==> config.mk <==
export PLATFORM = sky130hd
export DESIGN_NAME = cell_pos_mem_ctrl
export DESIGN_NICKNAME = d
export VERILOG_FILES = /design/src/rtl/cell_pos_mem_ctrl.sv
export SDC_FILE = /design/constraint.sdc
export NUM_CORES = 1
export LEC_CHECK = 0
export CAP_MARGIN = 15
export CELL_PAD_IN_SITES_DETAIL_PLACEMENT = 1
export CELL_PAD_IN_SITES_GLOBAL_PLACEMENT = 2
export CORE_AREA = 2 2 186 188
export DETAILED_ROUTE_END_ITERATION = 10
export DIE_AREA = 0 0 188 190
export PLACE_DENSITY = 0.78
export SLEW_MARGIN = 5
export SYNTH_ARGS = -nofsm -noshare
export SYNTH_HDL_FRONTEND = slang
export SYNTH_SLANG_ARGS = --single-unit
==> constraint.sdc <==
create_clock -name clk -period 1.7 [get_ports clk]
set_clock_uncertainty 0.1 [all_clocks]
set_input_delay 0.34 -clock clk [delete_from_list [all_inputs] [get_ports clk]]
set_output_delay 0.34 -clock clk [all_outputs]
set_load 0.01 [all_outputs]
==> src/rtl/cell_pos_mem_ctrl.sv <==
// -----------------------------------------------------------------------------
// cell_pos_mem_ctrl
//
// Sequencer and arbiter placed in front of a single-port cell position RAM.
// Address 0 of the RAM holds the particle count N of the cell; addresses 1..N
// hold the packed positions {posz, posy, posx}. The RAM has a 2-cycle read
// latency. On rd_start the block reads the count, then streams every particle
// back-to-back to the force-evaluation side. Motion-update writes are served
// while idle.
//
// Optional build macro: CELL_CTRL_WR_INTERLEAVE_EN
//   When defined, a pending write (to a non-zero address) may steal a cycle in
//   the middle of a stream. The counter holds for that cycle, which leaves a
//   single bubble on rd_valid two cycles later.
//
// Ports
//   clk, rst      clock, asynchronous active-high reset
//   rd_start      one-cycle pulse, begin streaming the cell (IDLE only)
//   rd_busy       high from the cycle after an accepted rd_start until rd_done
//   rd_valid      rd_data / rd_pid valid this cycle
//   rd_data       particle position (direct from ram_q)
//   rd_pid        particle address 1..N of rd_data
//   rd_done       one-cycle pulse after the last rd_valid
//   rd_err        sticky: stored count exceeded PARTICLE_NUM-1
//   wr_req        write request, held until wr_ack
//   wr_addr       write address (0 updates the count)
//   wr_data       write data
//   wr_ack        one-cycle pulse, the write is issued to the RAM this cycle
//   ram_*         single-port RAM interface
// -----------------------------------------------------------------------------
`timescale 1ns/1ps
module cell_pos_mem_ctrl #(
    parameter int DATA_WIDTH   = 96,
    parameter int ADDR_WIDTH   = 8,
    parameter int PARTICLE_NUM = 220
) (
    input  logic                  clk,
    input  logic                  rst,
    input  logic                  rd_start,
    output logic                  rd_busy,
    output logic                  rd_valid,
    output logic [DATA_WIDTH-1:0] rd_data,
    output logic [ADDR_WIDTH-1:0] rd_pid,
    output logic                  rd_done,
    output logic                  rd_err,
    input  logic                  wr_req,
    input  logic [ADDR_WIDTH-1:0] wr_addr,
    input  logic [DATA_WIDTH-1:0] wr_data,
    output logic                  wr_ack,
    output logic [ADDR_WIDTH-1:0] ram_address,
    output logic [DATA_WIDTH-1:0] ram_data,
    output logic                  ram_rden,
    output logic                  ram_wren,
    input  logic [DATA_WIDTH-1:0] ram_q
);

    typedef enum logic [2:0] {
        IDLE     = 3'd0,
        CNT_REQ  = 3'd1,
        CNT_WAIT = 3'd2,
        STREAM   = 3'd3,
        DRAIN    = 3'd4,
        DONE     = 3'd5
    } state_t;

    // Largest legal count; also the largest value the address counter reaches,
    // so the counter can never wrap.
    localparam logic [ADDR_WIDTH-1:0] MAX_CNT  = ADDR_WIDTH'(PARTICLE_NUM - 1);
    localparam logic [ADDR_WIDTH-1:0] ADDR_ONE = ADDR_WIDTH'(1);
    localparam logic [ADDR_WIDTH-1:0] ADDR_ZERO = {ADDR_WIDTH{1'b0}};
    localparam logic [DATA_WIDTH-1:0] DATA_ZERO = {DATA_WIDTH{1'b0}};

    state_t                  state_r;
    logic                    wait_r;        // second CNT_WAIT cycle marker
    logic [ADDR_WIDTH-1:0]   n_r;           // clamped particle count
    logic [ADDR_WIDTH-1:0]   cnt_r;         // next particle address to read
    logic                    tag1_valid_r;  // tag pipeline stage 1
    logic [ADDR_WIDTH-1:0]   tag1_pid_r;    // stage 2 is rd_valid / rd_pid

    logic                    wr_take_s;     // write owns the RAM port this cycle
    logic                    rd_issue_s;    // stream read owns the RAM port
    logic                    cnt_issue_s;   // count read owns the RAM port
    logic [ADDR_WIDTH-1:0]   cnt_q_s;

    assign cnt_q_s = ram_q[ADDR_WIDTH-1:0];
    assign rd_data = ram_q;

    // Port ownership: exactly one of write / stream read / count read, or none.
    // Gated by rst so every output is 0 while reset is asserted.
    always_comb begin
        wr_take_s   = 1'b0;
        rd_issue_s  = 1'b0;
        cnt_issue_s = 1'b0;
        if (rst) begin
            wr_take_s   = 1'b0;
            rd_issue_s  = 1'b0;
            cnt_issue_s = 1'b0;
        end else begin
            case (state_r)
                IDLE: begin
                    wr_take_s = wr_req;
                end
                CNT_REQ: begin
                    cnt_issue_s = 1'b1;
                end
                STREAM: begin
`ifdef CELL_CTRL_WR_INTERLEAVE_EN
                    // Count updates must wait for IDLE: N is already latched.
                    if (wr_req && (wr_addr != ADDR_ZERO)) begin
                        wr_take_s = 1'b1;
                    end else begin
                        rd_issue_s = 1'b1;
                    end
`else
                    rd_issue_s = 1'b1;
`endif
                end
                default: begin
                    wr_take_s   = 1'b0;
                    rd_issue_s  = 1'b0;
                    cnt_issue_s = 1'b0;
                end
            endcase
        end
    end

    // RAM interface drive from the ownership decision.
    always_comb begin
        wr_ack   = wr_take_s;
        ram_wren = wr_take_s;
        ram_rden = rd_issue_s | cnt_issue_s;
        if (wr_take_s) begin
            ram_address = wr_addr;
            ram_data    = wr_data;
        end else if (rd_issue_s) begin
            ram_address = cnt_r;
            ram_data    = DATA_ZERO;
        end else begin
            // Count read uses address 0, same as the idle value.
            ram_address = ADDR_ZERO;
            ram_data    = DATA_ZERO;
        end
    end

    // Sequencer FSM, tag pipeline and registered read-side outputs.
    always_ff @(posedge clk or posedge rst) begin
        if (rst) begin
            state_r      <= IDLE;
            wait_r       <= 1'b0;
            n_r          <= ADDR_ZERO;
            cnt_r        <= ADDR_ZERO;
            tag1_valid_r <= 1'b0;
            tag1_pid_r   <= ADDR_ZERO;
            rd_valid     <= 1'b0;
            rd_pid       <= ADDR_ZERO;
            rd_busy      <= 1'b0;
            rd_done      <= 1'b0;
            rd_err       <= 1'b0;
        end else begin
            // The tag pipeline shifts every cycle so rd_valid lines up with
            // ram_q exactly two cycles after the address was issued.
            tag1_valid_r <= rd_issue_s;
            tag1_pid_r   <= rd_issue_s ? cnt_r : ADDR_ZERO;
            rd_valid     <= tag1_valid_r;
            rd_pid       <= tag1_valid_r ? tag1_pid_r : ADDR_ZERO;
            rd_done      <= 1'b0;

            case (state_r)
                IDLE: begin
                    // A write taken this cycle drops a coincident rd_start.
                    if (!wr_take_s && rd_start) begin
                        state_r <= CNT_REQ;
                        rd_busy <= 1'b1;
                    end else begin
                        state_r <= IDLE;
                    end
                end
                CNT_REQ: begin
                    state_r <= CNT_WAIT;
                    wait_r  <= 1'b0;
                end
                CNT_WAIT: begin
                    if (!wait_r) begin
                        wait_r <= 1'b1;
                    end else begin
                        wait_r <= 1'b0;
                        if (cnt_q_s > MAX_CNT) begin
                            n_r    <= MAX_CNT;
                            rd_err <= 1'b1;
                        end else begin
                            n_r <= cnt_q_s;
                        end
                        if (cnt_q_s == ADDR_ZERO) begin
                            state_r <= DONE;
                            rd_done <= 1'b1;
                        end else begin
                            cnt_r   <= ADDR_ONE;
                            state_r <= STREAM;
                        end
                    end
                end
                STREAM: begin
                    // A stolen cycle (no read issued) holds the counter.
                    if (rd_issue_s) begin
                        if (cnt_r == n_r) begin
                            state_r <= DRAIN;
                        end else begin
                            cnt_r <= cnt_r + ADDR_ONE;
                        end
                    end else begin
                        state_r <= STREAM;
                    end
                end
                DRAIN: begin
                    // With stage 1 empty, the head leaves this cycle, so
                    // rd_done lands right after the last rd_valid.
                    if (!tag1_valid_r) begin
                        state_r <= DONE;
                        rd_done <= 1'b1;
                    end else begin
                        state_r <= DRAIN;
                    end
                end
                DONE: begin
                    state_r <= IDLE;
                    rd_busy <= 1'b0;
                end
                default: begin
                    state_r <= IDLE;
                    rd_busy <= 1'b0;
                end
            endcase
        end
    end

endmodule

==> results of run 1 <==
-- metrics by stage --
stage	setup TNS (ps)	power [mW]	worst slack, ps	std cells	instance area [um2]
after floorplan	0	2.883	7.818	389	3331
after global placement	-104790	4.013	-1017	1023	5879
after detailed placement	-107770	4.074	-1029	1023	5879
after CTS	-49670	5.903	-552.9	1057	6422
after global routing	-57060	6.661	-561.0	1069	7158
final	-49650	6.257	-500.9	1069	7158
-- worst max-delay path, stage by stage (launching register included) --
cell and delay, ps:
dfrtp_2 430, nor2_4 140, and3_4 220, buf_12 130, buf_12 140, clkbuf_16 150
and2_4 140, buf_6 110
-- state kept, by name, summed over array words and instances (netlist names) --
signal / count
cnt_r: 8
tag1_pid_r: 8
wait_r: 1
n_r: 8
rd_err: 1
rd_valid: 1
rd_done: 1
state_r: 3
rd_pid: 8
rd_busy: 1
tag1_valid_r: 1
-- final timing paths --
check,start,to,cells after the start
worst max-delay path,state_r[0],ram_data[42],7
worst min-delay path,rst,state_r[1],4
worst max register to register,state_r[1],cnt_r[7],9
worst min register to register,tag1_pid_r[7],rd_pid[7],1
max in group asynchronous,rst,rd_pid[1],4
min in group clk,tag1_pid_r[7],rd_pid[7],1
-- cell type report --
cell class / count / area share (%)
Inverter: 8 / 0.5069
Multi-Input combinational cell: 226 / 24.84
Tap cell: 455 / 7.953
Clock buffer: 5 / 1.748
Clock inverter: 3 / 0.9614
Timing Repair Buffer: 331 / 49.64
Sequential cell: 41 / 14.35
-- power by group through the flow --
stage / sequential, mW / combinational, mW / clock (mW)
2_1_floorplan: 1.42 / 1.46 / 0
3_3_place_gp: 1.40 / 2.62 / 0
6_report: 1.41 / 3.59 / 1.25
4_1_cts: 1.40 / 3.19 / 1.31
5_1_grt: 1.44 / 3.88 / 1.34
3_5_place_dp: 1.41 / 2.67 / 0
-- cell families after synthesis --
family          Yosys count
fa+ha+maj                 1
buf+inv                 123
compound gates           40
simple gates            174
mux                       2
flops                    41
xor+xnor                  8
-- per-layer routing --
| metal | GRT usage, % | wire, um | vias to the layer above |
|---|---|---|---|
| li1 | - | - | 1601 |
| met1 | 11.24 | 7651 | 1654 |
| met2 | 13.92 | 8210 | 193 |
| met3 | 4.077 | 1689 | 16 |
| met4 | 1.757 | 267 | 4 |
| met5 | 0 | 25 | - |
-- cells in the final DEF, fill, tap and decap left out, drive strengths merged, types with 2 or more instances in the layout --
cell / instances
inv: 8
dlygate4sd2: 8
dfrtp: 41
buf: 190
mux2: 2
and3: 2
clkdlybuf4s50: 118
dlymetal6s2s: 6
a21o: 11
nor3b: 3
o22ai: 3
or3: 4
o21ai: 15
nor3: 3
and2: 110
nand2: 28
nor2: 11
nand4: 2
xnor2: 8
clkbuf: 13
o221ai: 3
nor4: 2
nand3: 2
nand2b: 3
or2: 2
nand4bb: 2
bufinv: 2
-- timing repair --
item                       CTS  global route
setup buffers               16            10
setup endpoints to repair  128           130
resized for setup          541           153
gates cloned                11             6
pin swaps                   36            74
==> out/results.tsv, run 1 <==
metric	value	unit
status	finished, violations left	
violations	negative setup slack	
synth_top_family_by_area	simple AND/OR/NAND/NOR gates	
slew_headroom	74.49	%
seq_area	0.001027	mm2
yosysMostFrequentCell	and2_1	
finalSetupViolations	116	
coreArea	0.03395	mm2
area_growth	115.5	%
synth-xor-area-share	2.109	%
synth_cells	389	
grt_pass1_vias	3621	
hold_viol	0	
critPathMaxFanout	5	
intPower	4.107	mW
first_iter_violations	69	
swShare	34.35	%
cts_tree	built	
htreeDepth	2	
ys_async_sr_fraction	100.0	%
cp.required	1260	ps
fmax	0.4544	GHz
clk_latency	290	ps
finalCritPeriodShare	129.5	%
grtUsageTotal	8.901	%
cp_data_arrival_time	1760	ps
synth_common_cells	110 x and2_1, 98 x buf_4, 41 x dfrtp_1, 27 x nand2_1	
cp-end-kind	output port	
synth_compound_area_share	8.512	%
yosys_warnings	0	
multiInputGateArea	0.001778	mm2
clockRootBuffer	clkbuf_16	
rows	68	
io_pins	419	
grt-ovfl-total	0	
dpl.hpwl	12040	um
clockBufferDepth	2	
layout_setup_ws	-500.9	ps
drt_first_pass_iters	4	
maxSlewViolCount	0	
start_kind	flip-flop	
nFillCells	3848	
hold_ws	327.0	ps
hold_class	primary input to asynchronous set/reset pin	
power_switching	2.149	mW
die_area	0.03572	mm2
synth-seq-cells	41	
synth.top_cell.area_share	30.89	%
grt_max_degree	42	
seq_power_share	22.5	%
tightest_slew	379.7	ps
gp_congestion	0.7121	
ys_types	43	
muxShareOfSynthArea	0.6780	%
initial_core_util	9.785	%
syn_nets	594	
leakagePower	3.276	nW
port_buffers	242	
worst-setup-path-type	flip-flop to output port	
die_w	188	um
combinationalPowerShare	57.5	%
ant_nets	0	
clock_sinks	41	
synth_adder_area_share	0.3766	%
drcViolationCount	0	
final_util	21.09	%
dr_total_vias	3468	
min_period	2201	ps
die_h	190	um
grt_pass1_wl	23830	um
cap_violations	0	
layout-drive-gt1-share	53.26	%
synthTopCellsByArea	dfrtp_1 31%, buf_4 22%, and2_1 21%, nand2_1 3.1%, a21o_1 2.5%	
p_per_area	874.1	mW/mm2
antenna_cells	0	
synth_top_area_cell	dfrtp_1	
antenna_found_initial	2	
wl	17850	um
final_nets	818	
rsz0062_at_grt	yes	
yosys.area_share.simple	30.77	%
synth.avg_cell_area	8.540	um2
r2r_slack	-280	ps
syn-cell-area	0.003322	mm2
wl_per_cell	16.69	um
cts_made_buffers	5	
ctsHoldBuffers	0	
peakVddDrop	426.1	uV
yosys_most_used_dff	dfrtp_1	
via_per_inst	3.244	
ys_seq_area_share	30.89	%
clk_pin_slew	70	ps
clock_power_share	20.0	%
synth-edff-count	0	
No activity file was read; power rests on OpenSTA's default activity.
==> run 2: changes to the inputs <==
--- a/config.mk
+++ b/config.mk
@@ -11,8 +11,9 @@
 export CORE_AREA = 2 2 186 188
 export DETAILED_ROUTE_END_ITERATION = 10
 export DIE_AREA = 0 0 188 190
-export PLACE_DENSITY = 0.78
+export PLACE_DENSITY_LB_ADDON = 0.1
 export SLEW_MARGIN = 5
 export SYNTH_ARGS = -nofsm -noshare
 export SYNTH_HDL_FRONTEND = slang
 export SYNTH_SLANG_ARGS = --single-unit
+export TNS_END_PERCENT = 50
==> run 2 against run 1 <==
Effect of this change:
- the run still ends with negative setup slack left
- via count is 3.4% lower
- maximum frequency is 0.20% higher
- core utilization is 1.6 points lower
- clock power is 23% lower
- global-route usage is 0.64 points higher
- sequential power hardly changed
- final cell count is 0.28% lower
- worst setup slack better by 4.3 ps
- cell area is 7.6% lower
- power is 8.8% lower
- critical path type unchanged
- largest cell class unchanged
- largest power group unchanged
==> out/results.tsv, run 2 (synthesis results as in run 1) <==
metric	value	unit	change
status	finished, violations left		
violations	negative setup slack		
wl	17990	um	+0.79%
finalCritPeriodShare	129.2	%	-0.25 points
io_pins	419		unchanged
layout-drive-gt1-share	45.01	%	-8.2 points
clockRootBuffer	clkbuf_16		
final_cells	1066		-0.28%
rsz0062_at_grt	yes		
grt_pass1_wl	25590	um	+7.4%
rows	68		unchanged
antenna_found_initial	1		-1
critPathMaxStageDelay	410	ps	-20 ps
antenna_cells	0		unchanged
r2r_slack	-270	ps	about the same
coreArea	0.03395	mm2	unchanged
cts_tree	built		
cp_data_arrival_time	1760	ps	about the same
worst-setup-path-type	flip-flop to output port		
grt_pass1_vias	3601		-0.55%
first_iter_violations	72		+4.3%
cp.required	1260	ps	about the same
final_nets	815		-0.37%
hold_class	flip-flop to flip-flop		
drcViolationCount	0		unchanged
dp.cells	1028		+0.49%
finalSetupViolations	117		+0.86%
final_common_cell	clkdlybuf4s50_1		
multiInputGateArea	0.001659	mm2	-6.7%
peakVddDrop	346.3	uV	-19%
clockBufferDepth	2		unchanged
grt_max_degree	27		-36%
htreeDepth	2		unchanged
slew_headroom	73.90	%	-0.59 points
area_growth	99.17	%	
die_area	0.03572	mm2	unchanged
start_kind	flip-flop		
tightest_slew	391.4	ps	+11.73 ps
gp_congestion	0.7727		+8.5%
die_w	188	um	unchanged
cp_slowest_cell	dfrtp_1		
dr_total_vias	3350		-3.4%
grt-ovfl-total	0		unchanged
layout_setup_ws	-496.6	ps	+4.330 ps
place_ws	-1048	ps	-19.51 ps
ant_nets	0		unchanged
clk_latency	290	ps	about the same
drt_first_pass_iters	4		unchanged
seq_area	0.001027	mm2	unchanged
grtUsageTotal	9.539	%	+0.64 points
critPathMaxFanout	9		+4
clock_sinks	41		unchanged
wl_per_cell	16.87	um	+1.1%
clk_pin_slew	60	ps	about the same
port_buffers	242		unchanged
cpMostUsedCell	buf_12		
final_util	19.49	%	-1.6 points
leakagePower	3.116	nW	-4.9%
crit_chain	nor2_4 -> and3_4 -> buf_12 -> buf_12 -> buf_16 -> and2_1 -> buf_2		
p_per_area	862.8	mW/mm2	-1.3%
dpl.hpwl	13700	um	+14%
power.total	5.709	mW	-8.8%
die_h	190	um	unchanged
fmax	0.4553	GHz	+0.20%
initial_core_util	9.785	%	unchanged
layout_common_cells	125 x clkdlybuf4s50_1, 65 x and2_1, 65 x buf_6		
nFillCells	3883		+0.91%
cts_made_buffers	5		unchanged
cap_violations	0		unchanged
hold_ws	358.3	ps	+31.27 ps
maxSlewViolCount	0		unchanged
min_period	2197	ps	-4.330 ps
cp-end-kind	output port		
via_per_inst	3.143		-3.1%
hold_viol	0		unchanged
[run 2: cell types whose count changed in the layout (fill, tap and decap cells not counted), moves of 4 or more]
cell,previous run,this run
clkdlybuf4s50_1,118,125
buf_2,14,48
o21ai_0,8,4
and2_4,91,45
dlygate4sd2_1,8,1
buf_4,54,64
buf_6,102,65
clkbuf_16,11,6
and2_1,18,65
[run 2: per-stage QoR]
step	instance area (um2)	setup TNS, ps
detailed placement	5932	-106550
global placement	5932	-101710
floorplan	3331	0
finish	6616	-44940
global route	6616	-53390
CTS	6400	-57580
[run 2: area by class of cell]
| cell class | instances | area share, % |
|---|---|---|
| clock buffer | 6 | 1.948 |
| clock inverter | 2 | 0.1513 |
| inverter | 8 | 0.5484 |
| multi-input combinational | 225 | 25.08 |
| sequential | 41 | 15.53 |
| tap | 455 | 8.604 |
| timing repair buffer | 329 | 48.15 |
[run 2: repair_timing]
action,CTS,global route
buffers inserted,20,5
gates resized for setup,521,90
setup endpoints to repair,127,139
pin swaps,37,21
hold buffers,0,0
gates cloned,8,2
[run 2: routing by layer]
| metal | GRT usage, % | vias to the layer above | share of wire (%) |
|---|---|---|---|
| met4 | 1.696 | 0 | 0.87 |
| met5 | 0 | - | 0 |
| met2 | 16.80 | 132 | 51 |
| li1 | - | 1596 | - |
| met3 | 2.084 | 32 | 5.5 |
| met1 | 12.01 | 1590 | 42 |
[run 2: final timing paths]
check,start,endpoint,cells past startpoint
min in group asynchronous,rst,state_r[2],5
max in group asynchronous,rst,tag1_pid_r[2],5
min reg2reg,tag1_pid_r[2],rd_pid[2],1
max,state_r[1],ram_data[23],7
min,tag1_pid_r[2],rd_pid[2],1
max reg2reg,state_r[2],cnt_r[5],8
[run 2: where the power goes]
group	internal [mW]	switching, mW
Sequential	1.22	0.203
Clock	0.541	0.424
Combinational	1.87	1.45
[run 2: critical path: cells and delay by family (launching register included)]
kind                   cells  cell delay, ps
buffers and inverters      4             530
flip-flops                 1             410
AND/OR/NAND/NOR            3             510
==> run 3: changes to the inputs <==
--- a/config.mk
+++ b/config.mk
@@ -12,7 +12,8 @@
 export DETAILED_ROUTE_END_ITERATION = 10
 export DIE_AREA = 0 0 188 190
 export PLACE_DENSITY_LB_ADDON = 0.1
-export SLEW_MARGIN = 5
+export REMOVE_ABC_BUFFERS = 1
+export SLEW_MARGIN = 20
 export SYNTH_ARGS = -nofsm -noshare
 export SYNTH_HDL_FRONTEND = slang
 export SYNTH_SLANG_ARGS = --single-unit
==> run 3 against run 2 <==
Effect of this change:
- the flow still finishes with violations (negative setup slack)
- non-clock buffer count down 5
- worst setup slack improved by 11 ps
- register-to-register slack about the same
- routed wire length grew 53%
- core utilization increased by 0.52 points
- hold slack worse by 1.9 ps
- cell area grew 2.7%
- global-route usage rose by 4.9 points
- critical endpoint is now ram_data[77]
- largest cell class unchanged
- highest routed layer is now met5
==> out/results.tsv, run 3 (synthesis results as in run 1) <==
metric	value	unit	change
fmax	0.4575	GHz	+0.50%
r2r_slack	-260	ps	about the same
intPower	3.714	mW	+2.2%
worst-setup-path-type	flip-flop to output port		
tightest_slew	307.4	ps	-84.05 ps
layout-drive-gt1-share	46.70	%	+1.7 points
grtUsageTotal	14.45	%	+4.9 points
critPathMaxFanout	8		-1
cp_data_arrival_time	1750	ps	about the same
wl_per_cell	26.01	um	+54%
drcViolationCount	0		unchanged
ctsHoldBuffers	0		unchanged
via_per_inst	3.463		+10%
p_per_area	837.5	mW/mm2	-2.9%
rsz0062_at_grt	yes		
htreeDepth	2		unchanged
gp_congestion	0.7712		-0.19%
antenna_cells	0		unchanged
die_w	188	um	unchanged
dr_total_vias	3674		+9.7%
cp.required	1260	ps	about the same
rows	68		unchanged
rr_endpoint	cnt_r[7]		
hold_start	tag1_pid_r[5]		
violations	negative setup slack		
clk_latency	290	ps	about the same
cts_tree	built		
clk_pin_slew	70	ps	about the same
die_area	0.03572	mm2	unchanged
r2r-start	state_r[2]		
leakagePower	3.168	nW	+1.7%
worstHoldEndpoint	rd_pid[5]		
dpl.hpwl	20780	um	+52%
grt_max_degree	42		+56%
grt_pass1_wl	35290	um	+38%
first_iter_violations	127		+76%
seq_power_share	24.6	%	-0.3 points
min_period	2186	ps	-10.93 ps
layout_setup_ws	-485.7	ps	+10.93 ps
place_ws	-1045	ps	+3.290 ps
peakVddDrop	381.2	uV	+10%
status	finished, violations left		
final_nets	810		-0.61%
maxSlewViolCount	0		unchanged
finalSetupViolations	116		-0.85%
wl	27590	um	+53%
power.total	5.689	mW	-0.34%
drt_first_pass_iters	4		unchanged
grt-ovfl-total	0		unchanged
hold_class	flip-flop to flip-flop		
layout_common_cells	125 x clkdlybuf4s50_1, 87 x buf_6, 66 x and2_4		
start_kind	flip-flop		
power_switching	1.975	mW	-4.9%
hold_viol	0		unchanged
initial_core_util	9.785	%	unchanged
grt_pass1_vias	3760		+4.4%
finalCritPeriodShare	128.6	%	-0.64 points
clockBufferDepth	2		unchanged
coreArea	0.03395	mm2	unchanged
swShare	34.72	%	-1.6 points
reg2regPathDepth	7		-1
slew_headroom	79.34	%	+5.4 points
die_h	190	um	unchanged
nFillCells	3867		-0.41%
antenna_found_initial	0		-1
clockRootBuffer	clkbuf_16		
ant_nets	0		unchanged
combinationalPowerShare	54.9	%	-3.3 points
clock_power_share	20.5	%	+3.6 points
hold_depth	1		unchanged
cap_violations	0		unchanged
port_buffers	242		unchanged
io_pins	419		unchanged
cp-end-kind	output port		
cts_made_buffers	5		unchanged
final_common_cell	clkdlybuf4s50_1		
area_growth	104.5	%	
clock_sinks	41		unchanged
[run 3: worst max-delay path by stage]
stage | startpoint | to | slack [ps] | cells past startpoint
4_1_cts | state_r[1] | ram_data[42] | -580 | 8
3_3_place_gp | rst | ram_data[50] | -1060 | 7
2_1_floorplan | state_r[0] | ram_data[0] | -1200 | 3
6_report | state_r[0] | ram_data[77] | -490 | 7
5_1_grt | state_r[0] | ram_data[85] | -560 | 7
3_5_place_dp | rst | ram_data[50] | -1040 | 7
[run 3: cell type report]
| cell class | instances | area [um2] | area share (%) |
|---|---|---|---|
| Clock inverter | 1 | 30.03 | 0.4421 |
| Timing Repair Buffer | 324 | 3367 | 49.57 |
| Sequential cell | 41 | 1026 | 15.10 |
| Multi-Input combinational cell | 225 | 1625 | 23.93 |
| Inverter | 8 | 32.53 | 0.4789 |
| Tap cell | 455 | 569.3 | 8.381 |
| Clock buffer | 7 | 142.6 | 2.100 |
[run 3: repair_timing]
action	4_1_cts	5_1_grt
pin swaps	11	47
cloned	5	7
buffers inserted	14	9
setup endpoints to repair	128	136
gates resized for setup	470	177
[run 3: power groups by stage]
stage          Sequential [mW]  Combinational [mW]  Clock (mW)
4_1_cts                   1.41                2.88        1.22
5_1_grt                   1.44                3.43        1.25
2_1_floorplan             1.47                1.05           0
3_3_place_gp              1.41                2.60           0
3_5_place_dp              1.41                2.60           0
6_report                  1.40                3.12        1.17
[run 3: metal layers]
layer / routed length, um / track usage (%)
met5: 606 / 12.77
met1: 10440 / 15.74
met4: 232 / 2.059
met3: 4833 / 13.19
met2: 11480 / 19.78
[run 3: worst max-delay path: stages, from the launching register on]
cell	delay [ps]
dfrtp_1	400
nor2_2	150
and3_4	220
buf_12	140
buf_12	140
clkbuf_16	140
and2_1	110
buf_2	130
[run 3: metrics by stage]
stage / hold slack [ps] / TNS, ps / instance area [um2] / instances / utilization (%)
after floorplan: 333.7 / -128280 / 2466 / 274 / -
after global placement: 339.3 / -109060 / 5892 / 1022 / 17.36
after detailed placement: 344.7 / -108070 / 5892 / 1022 / 17.36
after CTS: 360.0 / -55840 / 6250 / 1049 / 18.41
after global routing: 371.7 / -54900 / 6793 / 1061 / 20.01
final: 356.4 / -45230 / 6793 / 1061 / 20.01
